<file path="config.mk">
export PLATFORM = sky130hd
export DESIGN_NAME = fetch_buffer_flat
export DESIGN_NICKNAME = d
export VERILOG_FILES = /design/src/rtl/fetch_buffer_if.sv /design/src/rtl/fetch_buffer.sv /design/src/flat_wrapper.sv
export SDC_FILE = /design/constraint.sdc
export NUM_CORES = 1
export LEC_CHECK = 0
export ABC_AREA = 1
export BUFFER_PORTS_ARGS = -buffer_cell sky130_fd_sc_hd__buf_4
export CORE_ASPECT_RATIO = 1.4
export CORE_MARGIN = 5
export CORE_UTILIZATION = 53
export DETAILED_ROUTE_END_ITERATION = 16
export PLACE_DENSITY = 0.76
export SLEW_MARGIN = 20
export SYNTH_ARGS = -nofsm -noshare
export SYNTH_HDL_FRONTEND = slang
export SYNTH_SLANG_ARGS = --single-unit
</file>
<file path="constraint.sdc">
create_clock -name clk -period 4.69 [get_ports clk]
set_clock_uncertainty 0.05 [all_clocks]
set_input_delay 0.938 -clock clk [delete_from_list [all_inputs] [get_ports clk]]
set_output_delay 0.938 -clock clk [all_outputs]
set_load 0.02 [all_outputs]
</file>
<file path="src/rtl/fetch_buffer_if.sv">
// Program-memory fetch port: request/grant address phase followed by a single rvalid data phase.
// The fetch buffer is the master; program memory (or its model) is the slave.
interface fetch_buffer_if;
    logic        mem_req;
    logic [31:0] mem_addr;
    logic        mem_gnt;
    logic        mem_rvalid;
    logic [31:0] mem_rdata;

    modport master (
        output mem_req,
        output mem_addr,
        input  mem_gnt,
        input  mem_rvalid,
        input  mem_rdata
    );

    modport slave (
        input  mem_req,
        input  mem_addr,
        output mem_gnt,
        output mem_rvalid,
        output mem_rdata
    );
endinterface

</file>
<file path="src/rtl/fetch_buffer.sv">
// Instruction prefetch queue for the RV32 fetch/decode boundary: sequential word fetches with
// one request in flight, DEPTH buffered {pc, instr} entries, and a flush on PC redirect.
module fetch_buffer #(
    parameter int unsigned DEPTH    = 4,
    parameter logic [31:0] RESET_PC = 32'h0000_0000,
    parameter logic [31:0] NOP      = 32'h0000_0013
) (
    input  logic                   clk,
    input  logic                   rst,
    input  logic                   stop,
    input  logic                   wb_pc,
    input  logic [31:0]            wb_pc_data,
    fetch_buffer_if.master         mem,
    output logic [31:0]            command,
    output logic [31:0]            now_pc,
    output logic                   cmd_valid,
    output logic [$clog2(DEPTH):0] count
);
    localparam int unsigned  PW   = $clog2(DEPTH);
    localparam int unsigned  CW   = PW + 1;
    localparam logic [CW-1:0] FULL = CW'(DEPTH);

    typedef enum logic [1:0] {
        IDLE,
        REQ,
        RESP,
        DRAIN
    } state_e;

    state_e        state_q,     state_d;
    logic [31:0]   fetch_pc_q,  fetch_pc_d;
    logic          mem_req_q,   mem_req_d;
    logic [31:0]   mem_addr_q,  mem_addr_d;
    logic [PW-1:0] wr_ptr_q,    wr_ptr_d;
    logic [PW-1:0] rd_ptr_q,    rd_ptr_d;
    logic [CW-1:0] count_q,     count_d;
    logic [31:0]   command_q,   command_d;
    logic [31:0]   now_pc_q,    now_pc_d;
    logic          cmd_valid_q, cmd_valid_d;

    logic [31:0] pc_mem    [DEPTH];
    logic [31:0] instr_mem [DEPTH];

    logic        push;
    logic        pop;
    logic [31:0] redirect_pc;
    logic        unused_pc_lsbs;

    // Redirect targets are word addresses; the low bits carry no information.
    assign redirect_pc    = {wb_pc_data[31:2], 2'b00};
    assign unused_pc_lsbs = ^wb_pc_data[1:0];

    // mem_addr_q is held through RESP, so it is the PC of the word arriving now.
    assign push = (state_q == RESP) && mem.mem_rvalid && !wb_pc;
    assign pop  = !wb_pc && !stop && (count_q != '0);

    always_comb begin
        // NOTE: every signal written here gets a default first, so no path can infer a latch.
        wr_ptr_d    = wr_ptr_q;
        rd_ptr_d    = rd_ptr_q;
        count_d     = count_q;
        command_d   = command_q;
        now_pc_d    = now_pc_q;
        cmd_valid_d = cmd_valid_q;

        if (wb_pc) begin
            wr_ptr_d    = '0;
            rd_ptr_d    = '0;
            count_d     = '0;
            command_d   = NOP;
            cmd_valid_d = 1'b0;
        end else begin
            if (push) begin
                wr_ptr_d = wr_ptr_q + PW'(1);
            end
            if (pop) begin
                rd_ptr_d    = rd_ptr_q + PW'(1);
                command_d   = instr_mem[rd_ptr_q];
                now_pc_d    = pc_mem[rd_ptr_q];
                cmd_valid_d = 1'b1;
            end else if (!stop) begin
                command_d   = NOP;
                cmd_valid_d = 1'b0;
            end
            count_d = count_q + CW'(push) - CW'(pop);
        end
    end

    always_comb begin
        state_d    = state_q;
        fetch_pc_d = fetch_pc_q;
        mem_req_d  = mem_req_q;
        mem_addr_d = mem_addr_q;

        unique case (state_q)
            IDLE: begin
                if (!wb_pc && (count_q < FULL)) begin
                    state_d    = REQ;
                    mem_req_d  = 1'b1;
                    mem_addr_d = fetch_pc_q;
                end
            end
            REQ: begin
                if (mem.mem_gnt) begin
                    fetch_pc_d = fetch_pc_q + 32'd4;
                    mem_req_d  = 1'b0;
                    state_d    = wb_pc ? DRAIN : RESP;
                end else if (wb_pc) begin
                    mem_req_d = 1'b0;
                    state_d   = IDLE;
                end
            end
            RESP: begin
                if (mem.mem_rvalid) begin
                    if (!wb_pc && (count_d < FULL)) begin
                        state_d    = REQ;
                        mem_req_d  = 1'b1;
                        mem_addr_d = fetch_pc_q;
                    end else begin
                        state_d = IDLE;
                    end
                end else if (wb_pc) begin
                    state_d = DRAIN;
                end
            end
            DRAIN: begin
                // The orphan completes the drain even if a fresh redirect lands on the same edge.
                if (mem.mem_rvalid) begin
                    state_d = IDLE;
                end
            end
            default: state_d = IDLE;
        endcase

        if (wb_pc) begin
            fetch_pc_d = redirect_pc;
        end
    end

    always_ff @(posedge clk) begin
        // NOTE: state uses non-blocking assignments so every flop sees pre-edge values.
        if (rst) begin
            state_q     <= IDLE;
            fetch_pc_q  <= RESET_PC;
            mem_req_q   <= 1'b0;
            mem_addr_q  <= RESET_PC;
            wr_ptr_q    <= '0;
            rd_ptr_q    <= '0;
            count_q     <= '0;
            command_q   <= NOP;
            now_pc_q    <= '0;
            cmd_valid_q <= 1'b0;
        end else begin
            state_q     <= state_d;
            fetch_pc_q  <= fetch_pc_d;
            mem_req_q   <= mem_req_d;
            mem_addr_q  <= mem_addr_d;
            wr_ptr_q    <= wr_ptr_d;
            rd_ptr_q    <= rd_ptr_d;
            count_q     <= count_d;
            command_q   <= command_d;
            now_pc_q    <= now_pc_d;
            cmd_valid_q <= cmd_valid_d;
        end
    end

    // NOTE: payload storage is not reset; pointers and count alone decide which entries are live.
    always_ff @(posedge clk) begin
        if (push) begin
            pc_mem[wr_ptr_q]    <= mem_addr_q;
            instr_mem[wr_ptr_q] <= mem.mem_rdata;
        end
    end

    assign mem.mem_req  = mem_req_q;
    assign mem.mem_addr = mem_addr_q;
    assign command      = command_q;
    assign now_pc       = now_pc_q;
    assign cmd_valid    = cmd_valid_q;
    assign count        = count_q;
endmodule

</file>
<file path="src/flat_wrapper.sv">
// flat-port wrapper written by rule: the top's interface ports become plain ports
module fetch_buffer_flat 
#(
    parameter int unsigned DEPTH    = 4,
    parameter logic [31:0] RESET_PC = 32'h0000_0000,
    parameter logic [31:0] NOP      = 32'h0000_0013
)
  (clk, rst, stop, wb_pc, wb_pc_data, command, now_pc, cmd_valid, count, mem_mem_req, mem_mem_addr, mem_mem_gnt, mem_mem_rvalid, mem_mem_rdata);
  fetch_buffer_if mem_i ();
  input  logic clk;
  input  logic rst;
  input  logic stop;
  input  logic wb_pc;
  input  logic [31:0] wb_pc_data;
  output logic [31:0] command;
  output logic [31:0] now_pc;
  output logic cmd_valid;
  output logic [$clog2(DEPTH):0] count;
  output wire logic [$bits(mem_i.mem_req)-1:0] mem_mem_req;
  output wire logic [$bits(mem_i.mem_addr)-1:0] mem_mem_addr;
  input wire logic [$bits(mem_i.mem_gnt)-1:0] mem_mem_gnt;
  input wire logic [$bits(mem_i.mem_rvalid)-1:0] mem_mem_rvalid;
  input wire logic [$bits(mem_i.mem_rdata)-1:0] mem_mem_rdata;
  assign mem_mem_req = mem_i.mem_req;
  assign mem_mem_addr = mem_i.mem_addr;
  assign mem_i.mem_gnt = mem_mem_gnt;
  assign mem_i.mem_rvalid = mem_mem_rvalid;
  assign mem_i.mem_rdata = mem_mem_rdata;
  fetch_buffer #(.DEPTH(DEPTH), .RESET_PC(RESET_PC), .NOP(NOP)) u_core (.clk(clk), .rst(rst), .stop(stop), .wb_pc(wb_pc), .wb_pc_data(wb_pc_data), .mem(mem_i), .command(command), .now_pc(now_pc), .cmd_valid(cmd_valid), .count(count));
endmodule
</file>
==> flow_summary_export.csv <==
group,metric,value,unit
cells_and_area,layout-drive-gt1-share,17.0,%
drt,vias_per_cell,5.51,
global_route,track_usage,22.0,%
yosys,synth_edf_count,248,
yosys,ys_seq_elements,383,
critical_path,r2r_setup_slack,1.61,ns
floorplanning,fp.dieW,153,um
floorplanning,dieArea,32100,um^2
critical_path,arrival,3.72,ns
power_and_ir_drop,internal-power,5440,uW
drt,drtIter0Drc,854,
timing,slew_violations,0,
placement,gp_congestion,0.914,
clock_tree,cts_resized,0,
yosys,ys.flop_type,"edfxtp_1",
floorplanning,rows,73,
placement,portBuffers,164,
yosys,postSynthAreaPerCell,10.3,um^2
yosys,syn-instance-count,1464,
clock_tree,post-cts-setup-buffers,0,
timing,tightestPinTransition,1.06,ns
timing,fin_crit_sh,70.8,%
timing,fmax,301,MHz
cells_and_area,n_fill_cell,2260,
global_route,grt_max_degree,97,
cells_and_area,fin_area,17800,um^2
cells_and_area,regArea,10200,um^2
floorplanning,fp.coreArea,28300,um^2
clock_tree,htree_num_levels,2,
drt,ant_nets,0,
critical_path,r2r-end,"u_core.mem.mem_addr[4]",
cells_and_area,synthToLayoutAreaGrowth,17.5,%
yosys,synth_warnings,0,
timing,setup_tns,0,ns
placement,dp_hpwl,22000,um
clock_tree,clk_latency,0.52,ns
critical_path,worst-setup-path-type,"in -> reg",
power_and_ir_drop,leakagePower,0.00659,uW
power_and_ir_drop,powerDensity,394,nW/um^2
power_and_ir_drop,ir_worst_vdd,0.223,mV
critical_path,end_kind,"register",
floorplanning,num_io_pins,171,
cells_and_area,multi_input_area,4340,um^2
drt,totalWireLength,36200,um
clock_tree,cts-hold-fix-buffers,0,
critical_path,worst_setup_path_start_kind,"input port",
global_route,gr-total-overflow,0,
clock_tree,cts_num_sinks,383,
yosys,ys_async_sr_fraction,0,%
critical_path,timing.critical_path.required,5.09,ns
drt,drt_pre_antenna_iters,5,
critical_path,reg2reg_depth,13,
drt,wl_per_cell,18.0,um
drt,drc,0,
critical_path,critPathMaxFanout,32,
yosys,yosysSeqAreaShare,67.1,%
timing,slew_headroom,29.1,%
critical_path,rr_startpoint,"u_core.count[2]",
cells_and_area,fin_nets,1685,
power_and_ir_drop,pwr-share-clk,40.6,%
clock_tree,cts_tree,"built",
hold_path,hp-start,"u_core.command[15]",
clock_tree,clock_path_buffers,3,
placement,placed_area,16600,um^2
status,status,"complete, no violations",
clock_tree,cts_inserted_buffers,36,
cells_and_area,layout_common_cells,"306 x nor2_1, 248 x edfxtp_1, 208 x o21ai_0, 184 x buf_4, 178 x nand2_1",
hold_path,hold-path-endpoint,"u_core.command[15]",
yosys,yosysUniqueCellTypes,38,
cells_and_area,antenna_cells,0,
clock_tree,cts_root_buf,"clkbuf_16",
power_and_ir_drop,pwr-share-comb,5.5,%
clock_tree,path_clk_slew,0.06,ns
floorplanning,die_y,210,um
flow_run,drv_cap,0,
global_route,antenna_found_initial,0,
global_route,grt_pass1_wl,56700,um
yosys,syn_area,15100,um^2
hold_path,hold_depth,2,
timing,finalCriticalPeriod,3.32,ns
power_and_ir_drop,p_sw,1560,uW
timing,finalSetupViolCount,0,
floorplanning,start_util,53.4,%
hold_path,hold_path.class,"reg -> reg",
timing,rsz0062_at_grt,"false",
timing,final_hold_viol_count,0,
power_and_ir_drop,p_seq_share,53.9,%
drt,vias,11100,
cells_and_area,final_common_cell,"nor2_1",
global_route,grt_pass1_vias,10700,
power_and_ir_drop,switching_share,22.2,%
==> worst max-delay path by stage <==
| stage | start | endpoint | slack [ns] |
|---|---|---|---|
| 6_report | stop | u_core.mem.mem_addr[4] | 1.37 |
| 5_1_grt | stop | u_core.mem.mem_addr[4] | 1.11 |
| 4_1_cts | stop | u_core.mem.mem_addr[4] | 1.39 |
| 3_5_place_dp | stop | u_core.mem.mem_addr[18] | 0.90 |
| 3_3_place_gp | stop | u_core.mem.mem_addr[15] | 0.97 |
| 2_1_floorplan | wb_pc | u_core.instr_mem[0][0] | 0.20 |
==> synth_stat cells (2+ instances only) <==
master | number | area (um^2)
clkbuf_1 | 47 | 176
nand4_1 | 5 | 31.3
nand3_1 | 37 | 185
nand2_1 | 178 | 668
edfxtp_1 | 248 | 7450
o311ai_0 | 2 | 17.5
inv_2 | 8 | 30.0
nand3_2 | 2 | 20.0
xor2_1 | 2 | 17.5
nor3_2 | 3 | 30.0
buf_1 | 3 | 11.3
a31oi_1 | 34 | 213
nor2_4 | 5 | 56.3
o22ai_1 | 29 | 181
nand2_2 | 9 | 56.3
o211ai_1 | 2 | 15.0
clkinv_1 | 2 | 7.51
nor2_1 | 310 | 1160
nor2_2 | 5 | 31.3
xnor2_1 | 3 | 26.3
buf_2 | 20 | 100
o21ai_1 | 2 | 10.0
inv_1 | 65 | 244
o21ai_0 | 208 | 1040
a21oi_1 | 62 | 310
o31ai_1 | 2 | 15.0
dfxtp_1 | 135 | 2700
a22oi_1 | 3 | 22.5
buf_6 | 4 | 45.0
nor3_1 | 8 | 40.0
ha_1 | 7 | 87.6
buf_4 | 8 | 60.1
==> critical path, stage by stage <==
cell     delay, ns
buf_4         0.35
nor2_1        0.07
o31ai_1       0.11
inv_2         0.07
ha_1          0.28
inv_1         0.04
ha_1          0.19
fa_1          0.41
xnor2_1       0.15
nand2_1       0.11
nand4_1       0.11
nand2_2       0.16
inv_2         0.43
nor2_1        0.11
nor2_1        0.16
==> through the flow <==
step	utilization (%)	setup slack, ns	std cells	hold WS (ns)	power [uW]
final	62.8	1.37	2009	0.404	7000
after CTS	62.8	1.39	2009	0.407	7040
after detailed placement	58.7	0.904	1944	0.399	4230
after global placement	58.7	0.969	1944	0.393	4210
after global routing	62.8	1.11	2009	0.426	7240
after floorplan	-	0.196	1467	0.420	4030
==> kinds of logic after synthesis <==
family	count (synthesis)	synth area share, %
AND/OR/NAND/NOR	563	15.1
flip-flops	383	67.1
AO/OA/AOI/OAI	347	12.2
buffers and inverters	157	4.46
adder cells (fa/ha/maj)	8	0.712
XOR/XNOR	5	0.290
other	1	0.0248
==> state kept, by name, indices dropped and copies added (netlist names), named ones only <==
register	flops
u_core.cmd_valid	1
u_core.command	32
u_core.count	3
u_core.fetch_pc_q	30
u_core.instr_mem	128
u_core.mem.mem_addr	30
u_core.mem.mem_req	1
u_core.now_pc	30
u_core.pc_mem	120
u_core.rd_ptr_q	2
u_core.state_q	2
u_core.wr_ptr_q	2
==> layer usage <==
layer  part of all wire [%]  vias up  track usage (%)
li1                       -     5325                -
met1                     40     5260             27.4
met2                     50      411             38.3
met3                    6.5       81             3.73
met4                    3.5        0             8.67
met5                      0        -                0
==> power by group through the flow <==
stage               sequential (uW)  clock, uW  combinational, uW
floorplan                      3850          0                184
global placement               3840          0                374
detailed placement             3840          0                383
CTS                            3770       2890                387
global route                   3780       3030                427
finish                         3770       2840                386
==> cell type report <==
| class | count | share of cell area [%] |
|---|---|---|
| flip-flops and latches | 383 | 57.1 |
| multi-input cells | 927 | 24.4 |
| repair buffers | 184 | 7.77 |
| clock buffers | 44 | 5.36 |
| well taps | 375 | 2.64 |
| inverters | 75 | 1.59 |
| clock inverters | 21 | 1.11 |
(Power assumes the default switching activity.)
